`src/rtl/sseg_scan_decoder.sv`:
```
// sseg_scan_decoder
//   Watches a multiplexed, active-low 7-segment display bus and rebuilds the
//   digit shown at each position. A bus pattern is captured only after it has
//   been stable for STABLE_CYCLES consecutive samples. This filters out ghosting
//   and glitches while the digit selects change.
//
// Ports
//   clk, reset            clock, asynchronous active-high reset
//   sseg_digit_n          digit selects (active-low)
//   sseg_segment_n        segments a..g on bits 0..6 (active-low)
//   sseg_decimal_point_n  decimal point (active-low)
//   digit_value           decoded hex nibble per position, digit i = [4i+3:4i]
//   digit_dp              captured decimal point per position
//   digit_valid           last capture was a legal hex glyph or blank
//   digit_blank           last capture had no segments lit
//   update_pulse          one-cycle strobe on every capture
//   update_idx            position of the most recent capture (held)
//   scan_error            current sample has two or more selects active
module sseg_scan_decoder #(
    parameter  int NUM_DIGITS    = 8,
    parameter  int STABLE_CYCLES = 4,
    localparam int IW            = (NUM_DIGITS > 1) ? $clog2(NUM_DIGITS) : 1,
    localparam int CW            = $clog2(STABLE_CYCLES + 1)
) (
    input  logic                    clk,
    input  logic                    reset,
    input  logic [NUM_DIGITS-1:0]   sseg_digit_n,
    input  logic [6:0]              sseg_segment_n,
    input  logic                    sseg_decimal_point_n,
    output logic [4*NUM_DIGITS-1:0] digit_value,
    output logic [NUM_DIGITS-1:0]   digit_dp,
    output logic [NUM_DIGITS-1:0]   digit_valid,
    output logic [NUM_DIGITS-1:0]   digit_blank,
    output logic                    update_pulse,
    output logic [IW-1:0]           update_idx,
    output logic                    scan_error
);

    localparam logic [CW-1:0] STABLE_C = CW'(STABLE_CYCLES);

    typedef enum logic [1:0] {IDLE, TRACK, CAPTURE, HELD} state_t;

    state_t                  state, state_nx;
    logic [NUM_DIGITS-1:0]   sel, sel_prev;
    logic [6:0]              seg, seg_prev;
    logic                    dp, dp_prev;
    logic [CW-1:0]           cnt;
    logic                    one_hot, changed, stable, capture;
    logic [IW-1:0]           sel_idx;
    logic [5:0]              dec;  // {valid, blank, value[3:0]}

    // Sample stage. cnt is the number of consecutive samples equal to the one
    // now held in S. It is loaded together with S, so "cnt == STABLE_CYCLES"
    // is visible in the cycle when the pattern becomes stable enough. A value
    // of 1 marks a sample that differs from S_prev.
    always_ff @(posedge clk or posedge reset) begin
        if (reset) begin
            sel      <= '0;
            seg      <= '0;
            dp       <= 1'b0;
            sel_prev <= '0;
            seg_prev <= '0;
            dp_prev  <= 1'b0;
            cnt      <= '0;
        end else begin
            sel      <= ~sseg_digit_n;
            seg      <= ~sseg_segment_n;
            dp       <= ~sseg_decimal_point_n;
            sel_prev <= sel;
            seg_prev <= seg;
            dp_prev  <= dp;
            if ({~sseg_digit_n, ~sseg_segment_n, ~sseg_decimal_point_n} != {sel, seg, dp})
                cnt <= CW'(1);
            else if (cnt != STABLE_C)
                cnt <= cnt + 1'b1;
        end
    end

    assign one_hot    = $onehot(sel);
    assign changed    = {sel, seg, dp} != {sel_prev, seg_prev, dp_prev};
    assign stable     = (cnt == STABLE_C);
    assign scan_error = ($countones(sel) > 1);

    always_comb begin
        sel_idx = '0;
        for (int i = 0; i < NUM_DIGITS; i++)
            if (sel[i]) sel_idx = IW'(i);
    end

    always_comb begin
        dec = 6'b00_0000;
        unique case (seg)
            7'h00: dec = 6'b11_0000;
            7'h3F: dec = 6'b10_0000;
            7'h06: dec = 6'b10_0001;
            7'h5B: dec = 6'b10_0010;
            7'h4F: dec = 6'b10_0011;
            7'h66: dec = 6'b10_0100;
            7'h6D: dec = 6'b10_0101;
            7'h7D: dec = 6'b10_0110;
            7'h07: dec = 6'b10_0111;
            7'h7F: dec = 6'b10_1000;
            7'h6F: dec = 6'b10_1001;
            7'h77: dec = 6'b10_1010;
            7'h7C: dec = 6'b10_1011;
            7'h39: dec = 6'b10_1100;
            7'h5E: dec = 6'b10_1101;
            7'h79: dec = 6'b10_1110;
            7'h71: dec = 6'b10_1111;
            default: dec = 6'b00_0000;
        endcase
    end

    always_ff @(posedge clk or posedge reset) begin
        if (reset) state <= IDLE;
        else       state <= state_nx;
    end

    // CAPTURE is handled like HELD. If the pins move on the same edge that
    // starts a capture, the change is still seen and the new pattern is
    // tracked. With STABLE_CYCLES = 1 a changed one-hot sample is already
    // stable, so it is captured on the next edge.
    always_comb begin
        state_nx = state;
        capture  = 1'b0;
        unique case (state)
            IDLE, TRACK: begin
                if (!one_hot)    state_nx = IDLE;
                else if (stable) begin state_nx = CAPTURE; capture = 1'b1; end
                else             state_nx = TRACK;
            end
            CAPTURE, HELD: begin
                if (!changed)     state_nx = HELD;
                else if (!one_hot) state_nx = IDLE;
                else if (stable)  begin state_nx = CAPTURE; capture = 1'b1; end
                else              state_nx = TRACK;
            end
            default: state_nx = IDLE;
        endcase
    end

    always_ff @(posedge clk or posedge reset) begin
        if (reset) begin
            digit_value  <= '0;
            digit_dp     <= '0;
            digit_valid  <= '0;
            digit_blank  <= '0;
            update_pulse <= 1'b0;
            update_idx   <= '0;
        end else begin
            update_pulse <= capture;
            if (capture) begin
                digit_value[4*sel_idx +: 4] <= dec[3:0];
                digit_dp[sel_idx]           <= dp;
                digit_valid[sel_idx]        <= dec[5];
                digit_blank[sel_idx]        <= dec[4];
                update_idx                  <= sel_idx;
            end
        end
    end

endmodule

```
`config.mk`:
```
export PLATFORM = sky130hd
export DESIGN_NAME = sseg_scan_decoder
export DESIGN_NICKNAME = d
export VERILOG_FILES = /design/src/rtl/sseg_scan_decoder.sv
export SDC_FILE = /design/constraint.sdc
export NUM_CORES = 1
export LEC_CHECK = 0
export CAP_MARGIN = 0
export CORE_MARGIN = 1.5
export CORE_UTILIZATION = 48
export CTS_CLUSTER_DIAMETER = 150
export CTS_CLUSTER_SIZE = 20
export DETAILED_ROUTE_END_ITERATION = 16
export PLACE_DENSITY = 0.77
export SLEW_MARGIN = 20
export SYNTH_ARGS = -nofsm -noshare
export SYNTH_HDL_FRONTEND = slang
export SYNTH_SLANG_ARGS = --single-unit
```
`constraint.sdc`:
```
create_clock -name clk -period 4.5 [get_ports clk]
set_clock_uncertainty 0.1 [all_clocks]
set_input_delay 1.35 -clock clk [delete_from_list [all_inputs] [get_ports clk]]
set_output_delay 1.35 -clock clk [all_outputs]
set_load 0.02 [all_outputs]
```
== After elaboration in Yosys (flattened, before gate mapping) ==
Cells that the tools add are included.
Widths: inputs -> output; s select.

* Bits in registers: 97
* Input bits: 18
* Output and inout bits: 61
* Logic and storage cells: 92

* $add $sub $neg: 16
* $lt $le $gt $ge: 3
* Equal/unequal tests: 24
* Shifts and indexed selects: 2
* Multiplexer cells: 24
* Bitwise logic cells: 3
* Reduce and logical (&&, ||, !) cells: 6

{| class="wikitable"
|+ Operator list
! kind !! number
|-
| $pmux 6 s17 || 1
|-
| $eq 7x7->1 const B || 12
|-
| $neg 5->34 || 1
|-
| $shift 4x34->32 const A || 1
|-
| $shiftx 4x34->32 || 1
|-
| $bwmux 32 || 1
|-
| $ne 16x16->1 || 2
|-
| $bwmux 8 || 3
|-
| $mux 3 || 8
|-
| $add 1x1->2 || 8
|-
| $eq 7x3->1 const B || 2
|-
| $eq 7x6->1 const B || 2
|-
| $add 2x2->3 || 4
|-
| $add 3x3->4 || 2
|-
| $not 8->8 || 1
|-
| $logic_not 7->1 || 1
|-
| $not 7->7 || 1
|-
| $mux 2 || 3
|-
| $mux 1 || 5
|-
| $eq 2x2->1 const B || 2
|-
| $eq 4x1->1 const B || 1
|-
| $gt 4x1->1 const B || 1
|-
| $lt 3x4->1 const B || 1
|-
| $pmux 2 s2 || 1
|-
| other kinds (12) || 13
|}

== Longest topological paths before layout ==
Gate-level depths: netlist of the first run.

* Depth in word-level cells: 12
* Mapped depth: 16
* Gate-level depth less buffers: 15

== Worst setup path before layout of the first run ==
No wires, ideal clock.

* Path type: flip-flop to output port
* Start: register sel[1]
* End: output scan_error
* Arrival: 2.965 ns
* Data required time: 3.050 ns
* Slack: 0.085 ns
* Cell stages (with the launch flop): 12
* Buffers on the path: 0
* Cells stage by stage: dfrtp_1 -> inv_2 -> fa_1 -> fa_1 -> fa_1 -> inv_1 -> ha_1 -> inv_1 -> fa_1 -> a211oi_1 -> mux2_2 -> nand2_1

* Word-level cells in the longest chain between the ends: 4

{| class="wikitable"
|+ RTL lines
! element !! line !! RTL
|-
| start: declaration || 44 || <nowiki>logic [NUM_DIGITS-1:0] sel, sel_prev;</nowiki>
|-
| start signal: assignment || 66 || <nowiki>sel <= ~sseg_digit_n;</nowiki>
|-
| $add 1x1->2 (implied by the code) || 82 || <nowiki>assign scan_error = ($countones(sel) > 1);</nowiki>
|-
| $add 2x2->3 (implied by the code) || 82 ||
|-
| $add 3x3->4 (implied by the code) || 82 ||
|-
| $gt 4x1->1 || 82 ||
|-
| end: declaration || 36 || <nowiki>output logic scan_error</nowiki>
|}

Every way passes these cells.

== Worst setup path in the final report of the first run ==
* Start: register sel[0]
* End: output scan_error

The elaborated chain is that of the path after synthesis.

==> run metrics, run 1 <==
mux contribution to synthesized area=14.7%; first-pass GRT wire length=roughly 16000 um; critical path peak fanout=2; post-DR wirelength/cell=17.5 um; vias in the first global route=~3200; synth cell count leaders=dfrtp_1, mux2_2, inv_1; Remaining DRCs=0; Syn Area/Cell=12.2 um^2; worst hold path depth=1; max_slew headroom=31.2%; Core Box Area=around 9200 um^2; reg-to-reg slack, setup=approximately 190 ps; Worst Hold End=digit_value[11]$_DFFE_PP0P_; Setup WS pre-CTS=-416 ps; post-synthesis adder-cell area fraction=roughly 3.8%; Max Freq=around 210 MHz; row count=35; WL final=between 9000 and 10000 um; R2R depth=15; Die Y=~100 um; layout cells sized above 1=22.5%; most common cell in the netlist=dfrtp_1; main combinational cell family by area after synthesis=multiplexers; Cell Chain, Critical Path=inv_1 -> fa_1 -> fa_1 -> fa_1 -> inv_1 -> ha_2 -> inv_1 -> fa_2 -> a211oi_2 -> mux2_4 -> nand2_1 -> buf_2; Compound-Gate Fraction of Synth Area=between 4 and 5%; failing checks=negative setup slack; final setup margin=-317 ps; Tcrit/Tclk final=107%; Via density=5.44; EDFF count, synth=0; unrepaired setup endpoints after global routing=true; post-synth top area share=a little over half; IO buf count=between 70 and 80; clock sinks=96; Synth cell types=between 50 and 60; DP Area=about 5400 um^2; share of synthesized registers carrying an async set or reset=100%; post-synthesis simple-gate area fraction=roughly an eighth; antenna violations before repair=0; Area contributors post-synth=dfrtp_1, mux2_2, xnor2_1; Tmin final=between 4000 and 5000 ps; CP Data Required Time=3050 ps; status=complete, but fails checks; Routed Antenna Nets=0; flops & latches, synth=96; grt ovf=0; final core occ=between 60% and 70%; chip width=around 100 um; yosys warns=0; VDD IR-drop max=0.143 mV; cts hold-fix bufs=0; Slew Limit Fails=0; Filler cells=just over 700; Max-Cap Viols=0; DR pass1 iterations=4; Static Leak=between 2 and 3 nW; largest net degree at the start of global routing=50; H-tree depth=3; Post-DP HPWL=around 7200 um; DR vias=3096; synth-to-layout area growth=26.0%; die area=~10000 um^2; CP Launch Type=flip-flop; post-synthesis net count=just under 400; worst endpoint data arrival time=~3400 ps; Crit path max-delay family=adder cells; setup violators final=1; fin nets=about 480; Starting Density=roughly half; CTS Buffer Depth=2; critical path class=flip-flop to output port; worst flop-to-flop path startpoint=sel[0]$_DFF_PP0_; CTS root buf=clkbuf_8; Slew @ Worst Pin=a little over 1000 ps; CTS tree=done; worst-skew pair later-pin latency=about 370 ps; clock slew at reported path FFs=about 100 ps; ANT cells=0; Syn Inst Count=367; crit-path max cell delay=between 500 and 600 ps; GP Congestion=approximately 0.85; GRT Util Overall=a little over a fifth; endpoints failing hold=0; slowest stage cell, crit path=fa_1; post-synthesis sequential area ratio=a little over half; post-synth top area cell=dfrtp_1; Primary FF master, synth=dfrtp_1; CP Depth=12; final instance area=~5600 um^2; DR iter-0 viols=155; # IOs=79; worst path bufs/invs=4; crit end category=output port; worst hold start=digit_value[11]$_DFFE_PP0P_; XOR/XNOR Fraction of Synth Area=around 6.7%; P per Cell Area=~290 nW/um^2; reg2reg end=digit_valid[7]$_DFFE_PP0P_; Post-Syn Area=4470 um^2; cts bufs inserted=9; HP Class=flip-flop to flip-flop
-- state kept, by name, summed over array words and instances (netlist names) --
register	flops
sel_prev	8
state	1
cnt	3
digit_blank	8
update_pulse	1
dp	1
digit_valid	8
digit_dp	8
dp_prev	1
seg	7
seg_prev	7
sel	8
update_idx	3
digit_value	32
-- metrics by stage --
| step | instances | hold slack, ps | power (W) | TNS [ps] |
|---|---|---|---|---|
| 2_1_floorplan | 367 | 249 | 0.00103 | 0 |
| 3_3_place_gp | 551 | 368 | 0.00109 | -321 |
| 3_5_place_dp | 551 | 384 | 0.00110 | -416 |
| 4_1_cts | 567 | 403 | 0.00165 | -321 |
| 5_1_grt | 569 | 433 | 0.00172 | -481 |
| 6_report | 569 | 400 | 0.00165 | -317 |
-- cell type report --
class / instances / area, um^2 / area share [%]
timing repair buffer: 90 / 878 / 15.6
timing repair inverter: 1 / 7.51 / 0.133
sequential: 96 / 2400 / 42.7
inverter: 34 / 129 / 2.29
clock buffer: 9 / 124 / 2.20
clock inverter: 7 / 70.1 / 1.24
multi-input combinational: 221 / 1880 / 33.4
tap: 111 / 139 / 2.47
-- cell usage in the layout, fill, tap and decap left out, types with 2 or more instances in the layout --
| cell type | Yosys | layout |
|---|---|---|
| xnor2_1 | 28 | 28 |
| a21oi_1 | 4 | 4 |
| nor2_1 | 14 | 14 |
| clkinvlp_4 | 0 | 2 |
| nor3_1 | 5 | 5 |
| o31a_1 | 3 | 3 |
| or3_1 | 3 | 3 |
| nand4_1 | 10 | 10 |
| nor2b_1 | 2 | 2 |
| dfrtp_1 | 96 | 96 |
| inv_1 | 31 | 30 |
| nand2b_1 | 4 | 4 |
| inv_8 | 0 | 4 |
| nand3_1 | 7 | 7 |
| buf_4 | 1 | 11 |
| o2111ai_1 | 2 | 2 |
| fa_1 | 4 | 3 |
| nor4bb_1 | 2 | 2 |
| or2_2 | 2 | 2 |
| mux2_4 | 4 | 5 |
| inv_2 | 3 | 3 |
| ha_1 | 7 | 6 |
| nor3b_1 | 4 | 4 |
| nor4_1 | 5 | 5 |
| clkdlybuf4s50_1 | 0 | 77 |
| and3_1 | 2 | 2 |
| clkbuf_8 | 0 | 9 |
| and4_1 | 2 | 2 |
| nand4b_1 | 2 | 2 |
| nand2_1 | 17 | 17 |
| nor3_2 | 3 | 3 |
| xor2_1 | 6 | 6 |
| o21ai_0 | 8 | 8 |
| mux2_2 | 52 | 51 |
-- metal layers --
layer	vias to the layer above	part of all wire [%]	track usage, %
li1	1428	-	-
met2	93	49	34.1
met1	1560	44	28.8
met5	-	0	0
met3	15	5.0	5.34
met4	0	2.1	7.48
-- worst reg2reg max path: stages (launching register included) --
cell and delay, ps:
dfrtp_1 370, inv_1 70, fa_1 550, fa_1 420, fa_1 440, inv_1 70
ha_2 160, inv_1 50, fa_2 340, mux2_4 280, and4_1 250, o21ai_4 210
clkinvlp_4 260, buf_4 170, nand2_1 130, mux2_2 350
-- how the worst max path moves through the flow --
stage,start,end,slack [ps]
after floorplan,sel[1]$_DFF_PP0_,scan_error,80
after global placement,sel[0]$_DFF_PP0_,scan_error,-320
after detailed placement,sel[0]$_DFF_PP0_,scan_error,-420
after CTS,sel[0]$_DFF_PP0_,scan_error,-320
after global routing,sel[0]$_DFF_PP0_,scan_error,-480
final,sel[0]$_DFF_PP0_,scan_error,-320
-- repair_timing --
action                                  CTS  global route
endpoints found under the setup margin    1            20
gates cloned                              0             1
buffers inserted                          0             1
resized for setup                         7             3
pin swaps                                 1             0
-- where the power goes --
part / switching, W / total, W / leakage, nW / internal (W)
combinational: 0.000102 / 0.000184 / 1.23 / 0.0000823
sequential: 0.0000230 / 0.000899 / 1.26 / 0.000876
clock: 0.000344 / 0.000563 / 0.0977 / 0.000219
-- cells by family after synthesis --
group,count (synthesis)
DFF,96
muxes,57
adders and majority gates,11
buffers and inverters,50
AOI/OAI and AO/OA,28
xor gates and xnor gates,34
and+or+nand+nor,91
Note: power is estimated with default switching activity, not from simulation.
==> inputs of run 2 (changes only) <==
--- a/config.mk
+++ b/config.mk
@@ -7,11 +7,13 @@
 export LEC_CHECK = 0
 export CAP_MARGIN = 0
 export CORE_MARGIN = 1.5
-export CORE_UTILIZATION = 48
+export CORE_UTILIZATION = 49
+export CTS_BUF_LIST = sky130_fd_sc_hd__clkbuf_4 sky130_fd_sc_hd__clkbuf_8
 export CTS_CLUSTER_DIAMETER = 150
 export CTS_CLUSTER_SIZE = 20
 export DETAILED_ROUTE_END_ITERATION = 16
-export PLACE_DENSITY = 0.77
+export PLACE_DENSITY = 0.78
+export SKIP_CTS_REPAIR_TIMING = 1
 export SLEW_MARGIN = 20
 export SYNTH_ARGS = -nofsm -noshare
 export SYNTH_HDL_FRONTEND = slang
==> run metrics, run 2 (synthesized netlist as in run 1, its figures left out) <==
clock sinks=96 (unchanged); final instance area=5730 um^2 (was 5630 um^2); DP Area=5400 um^2 (was 5410 um^2); Die Y=98.5 um (was 99.5 um); ANT cells=0 (unchanged); Clk pwr share=34.1% (was 34.2%); CTS root buf=clkbuf_8 (unchanged); register share of total power=54.1% (was 54.6%); max_slew headroom=44.0% (was 31.2%); CP Launch Type=flip-flop (unchanged); Max-Cap Viols=0 (unchanged); Filler cells=661 (was 715); VDD IR-drop max=0.204 mV (was 0.143 mV); Core Box Area=8760 um^2 (was 9150 um^2); crit end category=output port (unchanged); CP Data Required Time=3050 ps (about the same); status=complete, but fails checks (unchanged); Setup WS pre-CTS=-464 ps (was -416 ps); Reg with most FFs=digit_value (unchanged); # IOs=79 (unchanged); critical path class=flip-flop to output port (unchanged); DR iter-0 viols=140 (was 155); endpoints failing hold=0 (unchanged); largest net degree at the start of global routing=50 (unchanged); GP Congestion=0.847 (was 0.846); Via density=5.38 (was 5.44); synth-to-layout area growth=28.2% (was 26.0%); total internal power=0.00119 W (was 0.00118 W); unrepaired setup endpoints after global routing=true (unchanged); first-pass GRT wire length=16500 um (was 16400 um); CTS tree=done (unchanged); DR vias=3073 (was 3096); GRT Util Overall=21.7% (was 21.4%); post-DR wirelength/cell=17.2 um (was 17.5 um); Max Freq=203 MHz (was 208 MHz); failing checks=negative setup slack (unchanged); Tmin final=4920 ps (was 4820 ps); worst-skew pair later-pin latency=380 ps (was 370 ps); P per Cell Area=290 nW/um^2 (was 293 nW/um^2); WL final=9840 um (was 9980 um); Tcrit/Tclk final=109% (was 107%); HP Class=flip-flop to flip-flop (unchanged); max FFs per register=32 (unchanged); IO buf count=78 (unchanged); row count=34 (was 35); H-tree depth=3 (unchanged); switching share of power=28.6% (was 28.5%); DR pass1 iterations=4 (unchanged); Static Leak=2.65 nW (was 2.59 nW); layout cells sized above 1=25.3% (was 22.5%); Remaining DRCs=0 (unchanged); final setup margin=-424 ps (was -317 ps); Reg area=2400 um^2 (unchanged); Routed Antenna Nets=0 (unchanged); clock slew at reported path FFs=100 ps (about the same); Net Sw Power=0.000475 W (was 0.000469 W); Multi-input gate area=1940 um^2 (was 1880 um^2); Comb pwr share=11.8% (was 11.2%); critical path peak fanout=2 (unchanged); Slew @ Worst Pin=839 ps (was 1020 ps); die area=9710 um^2 (was 9900 um^2); Starting Density=51.0% (was 48.8%); Post-DP HPWL=7030 um (was 7210 um); antenna violations before repair=0 (unchanged); grt ovf=0 (unchanged); cts bufs inserted=9 (unchanged); commonest non-fill, non-tap cell in the layout=dfrtp_1 (unchanged); chip width=98.5 um (was 99.5 um); most frequent cells in the layout=dfrtp_1, clkdlybuf4s50_1, mux2_2, xnor2_1, inv_1 (was dfrtp_1, clkdlybuf4s50_1, mux2_2, inv_1, xnor2_1); CTS Buffer Depth=2 (unchanged); worst endpoint data arrival time=3470 ps (was 3370 ps); Slew Limit Fails=0 (unchanged); setup violators final=1 (unchanged); fin nets=487 (was 482); vias in the first global route=3158 (was 3221)
## run 2: cell types whose count changed in the layout (fill, tap and decap cells not counted), sizes merged
cell	delta
clkinvlp	-1
inv	-1
clkinv	+2
buf	+5
## run 2: final cells by class
cell class / count / share of cell area [%]
clock buffers: 9 / 2.16
repair buffers: 95 / 16.0
inverters: 34 / 2.25
well taps: 108 / 2.36
repair inverters: 1 / 0.0873
clock inverters: 7 / 1.42
flip-flops and latches: 96 / 41.9
multi-input cells: 221 / 33.8
## run 2: final timing paths
path / start / to / slack [ps] / cells past startpoint
setup / recovery: sel[0]$_DFF_PP0_ / scan_error / -420 / 12
hold / removal: update_idx[2]$_DFFE_PP0P_ / update_idx[2]$_DFFE_PP0P_ / 400 / 2
setup reg to reg: sel[0]$_DFF_PP0_ / digit_value[21]$_DFFE_PP0P_ / 60 / 16
hold reg to reg: update_idx[2]$_DFFE_PP0P_ / update_idx[2]$_DFFE_PP0P_ / 400 / 2
max in group asynchronous: reset / cnt[1]$_DFFE_PP0P_ / 2230 / 3
min in group asynchronous: reset / digit_value[28]$_DFFE_PP0P_ / 1340 / 2
## run 2: per-layer routing
layer | global-route usage (%) | routed length [um] | vias up
met5 | 0 | 0 | -
met4 | 7.69 | 208 | 0
met3 | 5.32 | 567 | 14
met2 | 34.9 | 4950 | 86
met1 | 28.7 | 4120 | 1527
li1 | - | - | 1446
## run 2: through the flow
stage | power, W | TNS [ps] | std cells | hold slack, ps | utilization (%)
4_1_cts | 0.00167 | -897 | 564 | 402 | 64.0
3_5_place_dp | 0.00110 | -464 | 548 | 375 | 61.7
6_report | 0.00166 | -424 | 571 | 401 | 65.4
5_1_grt | 0.00174 | -1560 | 571 | 427 | 65.4
2_1_floorplan | 0.00103 | 0 | 367 | 249 | -
3_3_place_gp | 0.00109 | -332 | 548 | 366 | 61.7
## run 2: critical path, cell delays in order (launching register included)
cell      delay [ps]
dfrtp_1          380
inv_2             50
fa_1             560
fa_1             460
fa_1             490
inv_1             70
ha_2             180
inv_2             40
fa_2             340
a211oi_2         160
mux2_4           180
nand2_1           50
buf_2            150
## run 2: power by group through the flow
stage | sequential [W] | clock [W] | combinational (W)
2_1_floorplan | 0.000903 | 0 | 0.000127
3_3_place_gp | 0.000914 | 0 | 0.000178
3_5_place_dp | 0.000915 | 0 | 0.000186
4_1_cts | 0.000898 | 0.000581 | 0.000187
5_1_grt | 0.000902 | 0.000617 | 0.000220
6_report | 0.000899 | 0.000568 | 0.000196
